$ cat src/rtl/lc3_control_fsm_pkg.sv
// Shared opcode/ALU encodings, FSM state and instruction-class types for the
// LC-3 multi-cycle control unit.
package lc3_pkg;

  localparam logic [3:0] OP_ADD = 4'b0001;
  localparam logic [3:0] OP_AND = 4'b0101;
  localparam logic [3:0] OP_NOT = 4'b1001;
  localparam logic [3:0] OP_EXT = 4'b1011;
  localparam logic [3:0] OP_BR  = 4'b0000;
  localparam logic [3:0] OP_JMP = 4'b1100;
  localparam logic [3:0] OP_LD  = 4'b0010;
  localparam logic [3:0] OP_ST  = 4'b0011;

  localparam logic [3:0] ALU_ADD = 4'b0000;
  localparam logic [3:0] ALU_AND = 4'b0001;
  localparam logic [3:0] ALU_NOT = 4'b0100;
  localparam logic [3:0] ALU_MUL = 4'b0101;
  localparam logic [3:0] ALU_SL  = 4'b0110;
  localparam logic [3:0] ALU_SR  = 4'b0111;

  typedef enum logic [2:0] {
    ST_FETCH  = 3'd0,
    ST_DECODE = 3'd1,
    ST_EXEC   = 3'd2,
    ST_BRANCH = 3'd3,
    ST_MEM    = 3'd4,
    ST_WB     = 3'd5,
    ST_HALT   = 3'd6
  } lc3_state_e;

  typedef enum logic [2:0] {
    CLS_ALU = 3'd0,
    CLS_BR  = 3'd1,
    CLS_JMP = 3'd2,
    CLS_LD  = 3'd3,
    CLS_ST  = 3'd4,
    CLS_ILL = 3'd5
  } inst_class_e;

  // BR is taken when any condition bit selected in IR[11:9] matches a live flag.
  function automatic logic br_taken(input logic [2:0] nzp, input logic n,
                                    input logic z, input logic p);
    return |(nzp & {n, z, p});
  endfunction

endpackage

$ cat src/rtl/lc3_control_fsm_if.sv
// Memory port, condition-code inputs and datapath control outputs of the
// LC-3 control unit.
interface lc3_control_fsm_if #(
  parameter int WIDTH      = 16,
  parameter int ALU_CTRL_W = 4
);
  // Handshake: MEM_REQ stays high until a cycle in which MEM_READY is also
  // high; that cycle completes the transfer (read data sampled, store done).
  logic [WIDTH-1:0]      MEM_RDATA;
  logic                  MEM_READY;
  logic                  FLAG_N;
  logic                  FLAG_Z;
  logic                  FLAG_P;
  logic                  MEM_REQ;
  logic                  MEM_WE;
  logic                  MEM_ADDR_SEL;
  logic [ALU_CTRL_W-1:0] ALU_CONTROL;
  logic                  IS_IMMEDIATE;
  logic [WIDTH-1:0]      IMM;
  logic [2:0]            DR;
  logic [2:0]            SR1;
  logic [2:0]            SR2;
  logic                  REG_WE;
  logic                  WB_SEL;
  logic                  CC_LOAD;
  logic                  PC_INC;
  logic                  PC_LOAD;
  logic                  PC_SRC;
  logic                  ILLEGAL;

  modport master (
    input  MEM_RDATA, MEM_READY, FLAG_N, FLAG_Z, FLAG_P,
    output MEM_REQ, MEM_WE, MEM_ADDR_SEL, ALU_CONTROL, IS_IMMEDIATE, IMM,
           DR, SR1, SR2, REG_WE, WB_SEL, CC_LOAD, PC_INC, PC_LOAD, PC_SRC,
           ILLEGAL
  );

  modport slave (
    output MEM_RDATA, MEM_READY, FLAG_N, FLAG_Z, FLAG_P,
    input  MEM_REQ, MEM_WE, MEM_ADDR_SEL, ALU_CONTROL, IS_IMMEDIATE, IMM,
           DR, SR1, SR2, REG_WE, WB_SEL, CC_LOAD, PC_INC, PC_LOAD, PC_SRC,
           ILLEGAL
  );
endinterface

$ cat src/rtl/lc3_control_fsm_inst_decode.sv
// Combinational instruction decode: IR -> ALU op, immediate, register
// addresses, instruction class and illegal-opcode indication.
module lc3_inst_decode
  import lc3_pkg::*;
#(
  parameter int WIDTH      = 16,
  parameter int ALU_CTRL_W = 4,
  parameter bit EXT_ALU_EN = 1'b1
) (
  input  logic [15:0]           ir_i,
  output logic [ALU_CTRL_W-1:0] alu_ctrl_o,
  output logic                  is_imm_o,
  output logic [WIDTH-1:0]      imm_o,
  output logic [2:0]            dr_o,
  output logic [2:0]            sr1_o,
  output logic [2:0]            sr2_o,
  output inst_class_e           cls_o,
  output logic                  illegal_o
);

  logic [3:0]  op;
  logic [3:0]  alu;
  logic        short_imm;

  assign op = ir_i[15:12];

  always_comb begin
    alu      = ALU_ADD;
    cls_o    = CLS_ILL;
    is_imm_o = 1'b0;
    case (op)
      OP_ADD: begin alu = ALU_ADD; cls_o = CLS_ALU; is_imm_o = ir_i[5]; end
      OP_AND: begin alu = ALU_AND; cls_o = CLS_ALU; is_imm_o = ir_i[5]; end
      OP_NOT: begin alu = ALU_NOT; cls_o = CLS_ALU; end
      OP_EXT: begin
        if (EXT_ALU_EN) begin
          case (ir_i[4:3])
            2'b00:   begin alu = ALU_MUL; cls_o = CLS_ALU; end
            2'b10:   begin alu = ALU_SL;  cls_o = CLS_ALU; end
            2'b01:   begin alu = ALU_SR;  cls_o = CLS_ALU; end
            default: cls_o = CLS_ILL;
          endcase
        end
      end
      OP_BR:   cls_o = CLS_BR;
      OP_JMP:  cls_o = CLS_JMP;
      OP_LD:   cls_o = CLS_LD;
      OP_ST:   cls_o = CLS_ST;
      default: cls_o = CLS_ILL;
    endcase
  end

  // imm5 only for the register/immediate ALU forms; everything else uses offset9.
  assign short_imm  = (op == OP_ADD) || (op == OP_AND);
  assign imm_o      = short_imm ? WIDTH'($signed(ir_i[4:0]))
                                : WIDTH'($signed(ir_i[8:0]));
  assign alu_ctrl_o = ALU_CTRL_W'(alu);
  assign dr_o       = ir_i[11:9];
  assign sr1_o      = ir_i[8:6];
  assign sr2_o      = ir_i[2:0];
  assign illegal_o  = (cls_o == CLS_ILL);

endmodule

$ cat src/rtl/lc3_control_fsm.sv
// LC-3 multi-cycle control unit: owns IR and the fetch/decode/execute FSM,
// and drives datapath strobes from state, IR and condition codes.
module lc3_control_fsm
  import lc3_pkg::*;
#(
  parameter int WIDTH      = 16,
  parameter int ALU_CTRL_W = 4,
  parameter bit EXT_ALU_EN = 1'b1
) (
  input  logic                CLK,
  input  logic                RST_N,
  lc3_control_fsm_if.master   bus,
  output lc3_state_e          dbg_state_o
);

  lc3_state_e       state_q, state_d;
  logic [WIDTH-1:0] ir_q, ir_d;
  logic             illegal_q, illegal_d;

  logic [ALU_CTRL_W-1:0] alu_ctrl;
  logic                  is_imm;
  logic [WIDTH-1:0]      imm;
  logic [2:0]            dr, sr1, sr2;
  inst_class_e           cls;
  logic                  dec_illegal;

  logic mem_req, mem_we, addr_sel, reg_we, wb_sel, cc_load;
  logic pc_inc, pc_load, pc_src;

  lc3_inst_decode #(
    .WIDTH      (WIDTH),
    .ALU_CTRL_W (ALU_CTRL_W),
    .EXT_ALU_EN (EXT_ALU_EN)
  ) u_decode (
    .ir_i       (ir_q[15:0]),
    .alu_ctrl_o (alu_ctrl),
    .is_imm_o   (is_imm),
    .imm_o      (imm),
    .dr_o       (dr),
    .sr1_o      (sr1),
    .sr2_o      (sr2),
    .cls_o      (cls),
    .illegal_o  (dec_illegal)
  );

  always_comb begin
    state_d   = state_q;
    ir_d      = ir_q;
    illegal_d = illegal_q;
    mem_req   = 1'b0;
    mem_we    = 1'b0;
    addr_sel  = 1'b0;
    reg_we    = 1'b0;
    wb_sel    = 1'b0;
    cc_load   = 1'b0;
    pc_inc    = 1'b0;
    pc_load   = 1'b0;
    pc_src    = 1'b0;
    case (state_q)
      ST_FETCH: begin
        mem_req = 1'b1;
        if (bus.MEM_READY) begin
          ir_d    = bus.MEM_RDATA;
          pc_inc  = 1'b1;
          state_d = ST_DECODE;
        end
      end
      ST_DECODE: begin
        if (dec_illegal) begin
          state_d   = ST_HALT;
          illegal_d = 1'b1;
        end else begin
          case (cls)
            CLS_ALU:         state_d = ST_EXEC;
            CLS_BR, CLS_JMP: state_d = ST_BRANCH;
            default:         state_d = ST_MEM;
          endcase
        end
      end
      ST_EXEC: begin
        reg_we  = 1'b1;
        cc_load = 1'b1;
        state_d = ST_FETCH;
      end
      ST_BRANCH: begin
        if (cls == CLS_JMP) begin
          pc_load = 1'b1;
          pc_src  = 1'b1;
        end else begin
          pc_load = br_taken(ir_q[11:9], bus.FLAG_N, bus.FLAG_Z, bus.FLAG_P);
        end
        state_d = ST_FETCH;
      end
      ST_MEM: begin
        mem_req  = 1'b1;
        addr_sel = 1'b1;
        mem_we   = (cls == CLS_ST);
        if (bus.MEM_READY) begin
          state_d = (cls == CLS_ST) ? ST_FETCH : ST_WB;
        end
      end
      ST_WB: begin
        reg_we  = 1'b1;
        wb_sel  = 1'b1;
        cc_load = 1'b1;
        state_d = ST_FETCH;
      end
      ST_HALT: state_d = ST_HALT;
      default: state_d = ST_FETCH;
    endcase
  end

  always_ff @(posedge CLK or negedge RST_N) begin
    if (!RST_N) begin
      state_q   <= ST_FETCH;
      ir_q      <= '0;
      illegal_q <= 1'b0;
    end else begin
      state_q   <= state_d;
      ir_q      <= ir_d;
      illegal_q <= illegal_d;
    end
  end

  // Reset parks the FSM in FETCH; gating with RST_N keeps the request and
  // PC increment quiet while reset is held, including mid-transfer.
  assign bus.MEM_REQ      = mem_req & RST_N;
  assign bus.PC_INC       = pc_inc & RST_N;
  assign bus.MEM_WE       = mem_we;
  assign bus.MEM_ADDR_SEL = addr_sel;
  assign bus.REG_WE       = reg_we;
  assign bus.WB_SEL       = wb_sel;
  assign bus.CC_LOAD      = cc_load;
  assign bus.PC_LOAD      = pc_load;
  assign bus.PC_SRC       = pc_src;
  assign bus.ALU_CONTROL  = alu_ctrl;
  assign bus.IS_IMMEDIATE = is_imm;
  assign bus.IMM          = imm;
  assign bus.DR           = dr;
  assign bus.SR1          = sr1;
  assign bus.SR2          = sr2;
  assign bus.ILLEGAL      = illegal_q;
  assign dbg_state_o      = state_q;

endmodule

$ cat src/flat_wrapper.sv
// flat-port wrapper written by rule: the top's interface ports become plain ports
module lc3_control_fsm_flat import lc3_pkg::*;
#(
  parameter int WIDTH      = 16,
  parameter int ALU_CTRL_W = 4,
  parameter bit EXT_ALU_EN = 1'b1
)
  (CLK, RST_N, dbg_state_o, bus_MEM_RDATA, bus_MEM_READY, bus_FLAG_N, bus_FLAG_Z, bus_FLAG_P, bus_MEM_REQ, bus_MEM_WE, bus_MEM_ADDR_SEL, bus_ALU_CONTROL, bus_IS_IMMEDIATE, bus_IMM, bus_DR, bus_SR1, bus_SR2, bus_REG_WE, bus_WB_SEL, bus_CC_LOAD, bus_PC_INC, bus_PC_LOAD, bus_PC_SRC, bus_ILLEGAL);
  lc3_control_fsm_if #(.WIDTH(WIDTH), .ALU_CTRL_W(ALU_CTRL_W)) bus_i ();
  input  logic CLK;
  input  logic RST_N;
  output lc3_state_e dbg_state_o;
  input wire logic [$bits(bus_i.MEM_RDATA)-1:0] bus_MEM_RDATA;
  input wire logic [$bits(bus_i.MEM_READY)-1:0] bus_MEM_READY;
  input wire logic [$bits(bus_i.FLAG_N)-1:0] bus_FLAG_N;
  input wire logic [$bits(bus_i.FLAG_Z)-1:0] bus_FLAG_Z;
  input wire logic [$bits(bus_i.FLAG_P)-1:0] bus_FLAG_P;
  output wire logic [$bits(bus_i.MEM_REQ)-1:0] bus_MEM_REQ;
  output wire logic [$bits(bus_i.MEM_WE)-1:0] bus_MEM_WE;
  output wire logic [$bits(bus_i.MEM_ADDR_SEL)-1:0] bus_MEM_ADDR_SEL;
  output wire logic [$bits(bus_i.ALU_CONTROL)-1:0] bus_ALU_CONTROL;
  output wire logic [$bits(bus_i.IS_IMMEDIATE)-1:0] bus_IS_IMMEDIATE;
  output wire logic [$bits(bus_i.IMM)-1:0] bus_IMM;
  output wire logic [$bits(bus_i.DR)-1:0] bus_DR;
  output wire logic [$bits(bus_i.SR1)-1:0] bus_SR1;
  output wire logic [$bits(bus_i.SR2)-1:0] bus_SR2;
  output wire logic [$bits(bus_i.REG_WE)-1:0] bus_REG_WE;
  output wire logic [$bits(bus_i.WB_SEL)-1:0] bus_WB_SEL;
  output wire logic [$bits(bus_i.CC_LOAD)-1:0] bus_CC_LOAD;
  output wire logic [$bits(bus_i.PC_INC)-1:0] bus_PC_INC;
  output wire logic [$bits(bus_i.PC_LOAD)-1:0] bus_PC_LOAD;
  output wire logic [$bits(bus_i.PC_SRC)-1:0] bus_PC_SRC;
  output wire logic [$bits(bus_i.ILLEGAL)-1:0] bus_ILLEGAL;
  assign bus_i.MEM_RDATA = bus_MEM_RDATA;
  assign bus_i.MEM_READY = bus_MEM_READY;
  assign bus_i.FLAG_N = bus_FLAG_N;
  assign bus_i.FLAG_Z = bus_FLAG_Z;
  assign bus_i.FLAG_P = bus_FLAG_P;
  assign bus_MEM_REQ = bus_i.MEM_REQ;
  assign bus_MEM_WE = bus_i.MEM_WE;
  assign bus_MEM_ADDR_SEL = bus_i.MEM_ADDR_SEL;
  assign bus_ALU_CONTROL = bus_i.ALU_CONTROL;
  assign bus_IS_IMMEDIATE = bus_i.IS_IMMEDIATE;
  assign bus_IMM = bus_i.IMM;
  assign bus_DR = bus_i.DR;
  assign bus_SR1 = bus_i.SR1;
  assign bus_SR2 = bus_i.SR2;
  assign bus_REG_WE = bus_i.REG_WE;
  assign bus_WB_SEL = bus_i.WB_SEL;
  assign bus_CC_LOAD = bus_i.CC_LOAD;
  assign bus_PC_INC = bus_i.PC_INC;
  assign bus_PC_LOAD = bus_i.PC_LOAD;
  assign bus_PC_SRC = bus_i.PC_SRC;
  assign bus_ILLEGAL = bus_i.ILLEGAL;
  lc3_control_fsm #(.WIDTH(WIDTH), .ALU_CTRL_W(ALU_CTRL_W), .EXT_ALU_EN(EXT_ALU_EN)) u_core (.CLK(CLK), .RST_N(RST_N), .bus(bus_i), .dbg_state_o(dbg_state_o));
endmodule
$ cat config.mk
export PLATFORM = sky130hd
export DESIGN_NAME = lc3_control_fsm_flat
export DESIGN_NICKNAME = d
export VERILOG_FILES = /design/src/rtl/lc3_control_fsm_pkg.sv /design/src/rtl/lc3_control_fsm_if.sv /design/src/rtl/lc3_control_fsm_inst_decode.sv /design/src/rtl/lc3_control_fsm.sv /design/src/flat_wrapper.sv
export SDC_FILE = /design/constraint.sdc
export NUM_CORES = 1
export LEC_CHECK = 0
export ABC_CLOCK_PERIOD_IN_PS = 4600
export CORE_MARGIN = 2
export CORE_UTILIZATION = 45
export CTS_BUF_LIST = sky130_fd_sc_hd__clkbuf_4
export DETAILED_ROUTE_END_ITERATION = 10
export PLACE_DENSITY = 0.95
export RECOVER_POWER = 50
export SETUP_SLACK_MARGIN = 0.2
export SLEW_MARGIN = 20
export SYNTH_ARGS = -nofsm -noshare
export SYNTH_HDL_FRONTEND = slang
export SYNTH_SLANG_ARGS = --single-unit
$ cat constraint.sdc
create_clock -name CLK -period 4.6 [get_ports CLK]
set_input_delay 0.69 -clock CLK [delete_from_list [all_inputs] [get_ports CLK]]
set_output_delay 0.69 -clock CLK [all_outputs]
set_load 0.02 [all_outputs]
* Yosys cells after proc, flatten, opt, wreduce, memory -nomap -nowiden
Index checks and enable logic that the tools add are counted.
Cells by class: $add $sub $neg 0, multipliers 0, divide/modulo/power cells 0, order comparisons 0, equality and inequality tests 21, shift-type cells 0, multiplexer cells 23, bitwise gates (word level) 3, reduce and logical (&&, ||, !) cells 15
Operator list (number):
- 3-bit one-hot mux with 3 select lines | 2
- 3-bit one-hot mux with 6 select lines | 1
- 16-bit 2-to-1 mux | 1
- 3-bit == test, second input constant | 5
- 3-bit 2-to-1 mux | 5
- 4-bit == test, second input constant | 3
- 1-bit 2-to-1 mux | 12
- 3-bit one-hot mux with 4 select lines | 1
- 3-bit by 2-bit == test with 1-bit output, second input constant | 3
- 3-bit OR reduction | 3
- 4-bit by 2-bit == test with 1-bit output, second input constant | 2
- 2-bit OR reduction | 4
- 3-bit by 1-bit == test with 1-bit output, second input constant | 2
- 3-bit logical NOT | 2
- 3-bit one-hot mux with 2 select lines | 1
- 2-bit AND reduction | 3
- 4-bit by 1-bit == test with 1-bit output, second input constant | 1
- 4-bit by 3-bit == test with 1-bit output, second input constant | 1
- 4-bit logical NOT | 1
- 2-bit != test, second input constant | 2
- 3-bit AND | 1
- 1-bit AND | 2
- 2-bit by 1-bit == test with 1-bit output, second input constant | 1
- 2-bit == test, second input constant | 1
- 2 further kinds | 2
Storage, ports and cells: flip-flop bits (word level) 20, latch bits 0, bits in writable memories 0, ROM bits 0, input bits 22, output and inout port bits 43, word-level logic and storage cells 65, memories 0

* Longest topological paths before layout
depth after elaboration 9, gate-level depth with buffers 6, mapped depth without buffers 4

* By module
Synthesis repeated with hierarchy kept, for this count alone.
Second synthesis, totals: cells, all modules 135, area, all modules 1411.4 sq um
By module, submodules not included:
- lc3_control_fsm | instances 1, cells each 71, area each 943.4 sq um, seq. area each 500.5 sq um
- lc3_inst_decode | instances 1, cells each 64, area each 467.9 sq um, seq. area each 0.0 sq um

* Worst setup path before layout
OpenSTA, ideal clock, no wires.
kind flip-flop to output port, start reg u_core.ir_q[15], end out bus_IMM[10], data arrival time 1622 ps, data required time 3910 ps, slack 2288 ps, stages on the path, launching flop included 7, buffers on the path 3, cells stage by stage dfrtp_1 buf_2 or3b_1 clkbuf_1 nor2_2 a21o_1 buf_4
On the way: word-level cells in the longest chain between the ends 3, elaborated cells on any way between the ends 4, those cells by class eq/ne: 2; mux: 1; reduce/logical: 1
RTL lines:
- from (decl) | line lc3_control_fsm.sv:17 | logic [WIDTH-1:0] ir_q, ir_d;
- from (signal assigned) | line lc3_control_fsm.sv:120 | ir_q <= ir_d;
- 4-bit by 1-bit == test with 1-bit output or 4-bit by 3-bit == test with 1-bit output (tied branches) | line lc3_control_fsm_inst_decode.sv:54 | assign short_imm = (op == OP_ADD) || (op == OP_AND);
- 1-bit logical OR (*) | line lc3_control_fsm_inst_decode.sv:54
- 16-bit 2-to-1 mux (*) | line lc3_control_fsm_inst_decode.sv:55 | assign imm_o = short_imm ? WIDTH'($signed(ir_i[4:0]))
- to (decl) | line flat_wrapper.sv:23 | output wire logic [$bits(bus_i.IMM)-1:0] bus_IMM;
Every way passes the cells marked *; elsewhere a longest branch is shown, timed or not.

* Final worst setup path
start in RST_N, end out bus_MEM_REQ
On the way: word-level cells in the longest chain between the ends 1
RTL lines:
- from (decl) | line flat_wrapper.sv:11 | input logic RST_N;
- 1-bit AND | line lc3_control_fsm.sv:127 | assign bus.MEM_REQ = mem_req & RST_N;
- to (decl) | line flat_wrapper.sv:18 | output wire logic [$bits(bus_i.MEM_REQ)-1:0] bus_MEM_REQ;
Every way passes these cells.

==> flow_summary.yaml <==
sta:
  finalHoldViolCount: 0
  whs_ns: 0.508
  slew_headroom: 0.478
  skew_ns: 0.0102
  min_period_ns: 3.60
  max_slew.worst_pin.slew_ns: 0.783
  setup_slack_ns: 1.00
  timing.setup.tns_ns: 0
  setup_viol: 0
  rsz0062_at_grt: "no"
  max_clock_freq_mhz: 278
  fin_crit_sh: 0.783
  maxSlewViolCount: 0
logic_synthesis:
  synth_area_per_cell_sq_um: 10.4
  syn_inst: 130
  synth-seq-cells: 20
  yosys.area.top_type_share: 0.369
  synth_cell_types: 39
  synth-main-ff-cell: "dfrtp_1"
  ys_warn_count: 0
  yosysSeqAreaShare: 0.369
  async_reset_ff_frac: 1.00
  syn_nets: 155
  synthTopCellsByArea: "dfrtp_1, buf_4, mux2_4, a21o_1, ha_1"
  synth_edf_count: 0
  synth.cell_area_sq_um: 1360
  yosysTopAreaCell: "dfrtp_1"
clock_network:
  cts.sinks: 20
  insertion_delay_ns: 0.31
  cts_buffers: 3
  tritoncts: "yes"
  cts-root-buf: "clkbuf_4"
  cts_buffer_depth: 2
  ctsHoldBuffers: 0
  htree_levels: 1
  path_clk_slew_ns: 0.12
  post_cts.repair.setup_buffers: 0
  cts_resized: 0
route:
  drt_drc_violations_left: 2
  dr.pass1.iters: 7
  vias_per_cell: 5.35
  finalWirelength_mm: 3.20
  drt_iter0_drc: 28
  drtAntennaViolNets: 0
  dr_total_vias: 1069
  detail_route.wl_per_cell_um: 16.0
grt:
  antenna_found_initial: 0
  track_usage: 0.194
  first_global_vias: 1084
  grt_max_degree: 22
  grt_pass1_wl_mm: 5.09
  overflow: 0
placed_design:
  gp_congestion: 0.829
  dp_cells: 196
  port_buffers: 63
  dp_slack_ns: 1.44
  dpl.hpwl_mm: 2.41
  placed_area_sq_um: 1810
pwr:
  irDropWorstVdd_v: 0.000441
  cellLeakagePower_nw: 0.759
  p_per_area_nw_per_um2: 780
setup_path:
  worstPathArrival_ns: 2.91
  required_ns: 3.91
  crit_chain: "dlygate4sd3_1, clkbuf_1, and2_1, clkdlybuf4s50_1"
  cp_max_fo: 15
  crit_type: "in2out"
  slowest_delay_ns: 0.73
  slowest_stage: "dlygate4sd3_1"
  cp.buffers_inverters: 3
  end_kind: "output pin"
  start_kind: "input pin"
  critPathTopFamily: "buffers and inverters"
finish:
  multi_input_area_sq_um: 542
  drive_gt1_frac: 0.0828
  register_area_sq_um: 500
  fin_area_sq_um: 1810
  syn2layout_area_growth_pct: 33.0
  diodes: 0
  fill_cells: 234
  fin_nets: 195
  fin_cells: 200
die:
  start_util: 0.484
  die_h_um: 58.9
  fp-row-count: 19
  ios: 65
  die_x_um: 58.9
  core_area_sq_um: 2810
  dieArea_sq_um: 3470
min_path:
  holdCritPathClass: "reg2reg"
outcome:
  violations: "design-rule violations"
  status: "finished, violations left"
job:
  cap_viol_max_count: 0
## metrics by stage
step / power [mW] / utilization
2_1_floorplan: 1.07 / -
3_3_place_gp: 1.29 / 0.647
3_5_place_dp: 1.32 / 0.647
4_1_cts: 1.48 / 0.665
5_1_grt: 1.48 / 0.644
6_report: 1.41 / 0.644
## area by class of cell
class                           instances  area share
Timing Repair Buffer                   65       0.356
Multi-Input combinational cell         72       0.300
Sequential cell                        20       0.277
Tap cell                               31      0.0215
Clock inverter                          1      0.0166
Inverter                                8      0.0166
Clock buffer                            3      0.0125
## sequential cells by signal, indices dropped and copies added (netlist names)
signal	cells
u_core.bus.ILLEGAL	1
u_core.ir_q	16
u_core.dbg_state_o	3
## path summary, 6_finish.rpt
path | slack, ns | endpoint | cells after the start | startpoint
min reg2reg | 0.51 | u_core.bus.ILLEGAL | 1 | u_core.bus.ILLEGAL
max | 1.0 | bus_MEM_REQ | 4 | RST_N
min | 0.51 | u_core.bus.ILLEGAL | 1 | u_core.bus.ILLEGAL
min in group asynchronous | 0.69 | u_core.ir_q[9] | 1 | RST_N
max in group asynchronous | 2.90 | u_core.ir_q[6] | 2 | RST_N
max reg2reg | 2.94 | u_core.ir_q[7] | 3 | u_core.dbg_state_o[0]
## logic make-up after synthesis
| group | count (synthesis) | share of synthesized area |
|---|---|---|
| buffers and inverters | 38 | 0.190 |
| and+or+nand+nor | 34 | 0.163 |
| AOI/OAI and AO/OA | 21 | 0.114 |
| DFF | 20 | 0.369 |
| muxes | 12 | 0.127 |
| adders and majority gates | 3 | 0.0277 |
| other | 1 | 0.00276 |
| xor gates and xnor gates | 1 | 0.00645 |
## per-layer routing
| layer | global-route usage | part of all wire | up-vias |
|---|---|---|---|
| met5 | 0 | 0 | - |
| met4 | 0.101 | 0.029 | 0 |
| met3 | 0.0374 | 0.060 | 10 |
| met2 | 0.335 | 0.50 | 53 |
| met1 | 0.228 | 0.41 | 505 |
| li1 | - | - | 501 |
## cell usage in the layout (no fill, tap or decap), types with 3 or more instances in the layout
cell,netlist,layout
inv_1,8,8
o21ai_0,5,5
and2_1,3,3
a21o_1,5,5
clkdlybuf4s50_1,0,60
a21oi_1,3,3
mux2_1,0,10
dfrtp_1,20,20
nor2b_1,3,3
nor2_1,4,4
dlygate4sd3_1,0,3
clkbuf_4,0,3
nand2_1,7,7
ha_1,3,3
## worst register-to-register path: cells and delay by family, from the launching register on
family | cells | cell delay [ns]
buffers and inverters | 1 | 0.32
AND/OR/NAND/NOR | 1 | 0.35
multiplexers | 1 | 0.37
flip-flops | 1 | 0.51
## power by group
| group | total, mW | internal, mW | switching [mW] |
|---|---|---|---|
| clock network | 0.146 | 0.0881 | 0.0579 |
| registers | 0.373 | 0.258 | 0.114 |
| logic | 0.889 | 0.441 | 0.448 |
| total | 1.41 | 0.787 | 0.620 |
## synth_stat cells, types with 2 or more instances
library cell   n
inv_1          8
o21ai_0        5
and3_1         2
buf_2          2
nor2_1         4
nand2_1        7
a21oi_1        3
nor2b_1        3
clkbuf_1       2
ha_1           3
buf_4         23
buf_6          2
and2_1         3
nor3_1         2
dfrtp_1       20
nor3b_1        2
mux2_4        10
or3b_1         2
a21o_1         5
mux2_2         2
a311o_1        2
Note: power is estimated with default switching activity, not from simulation.
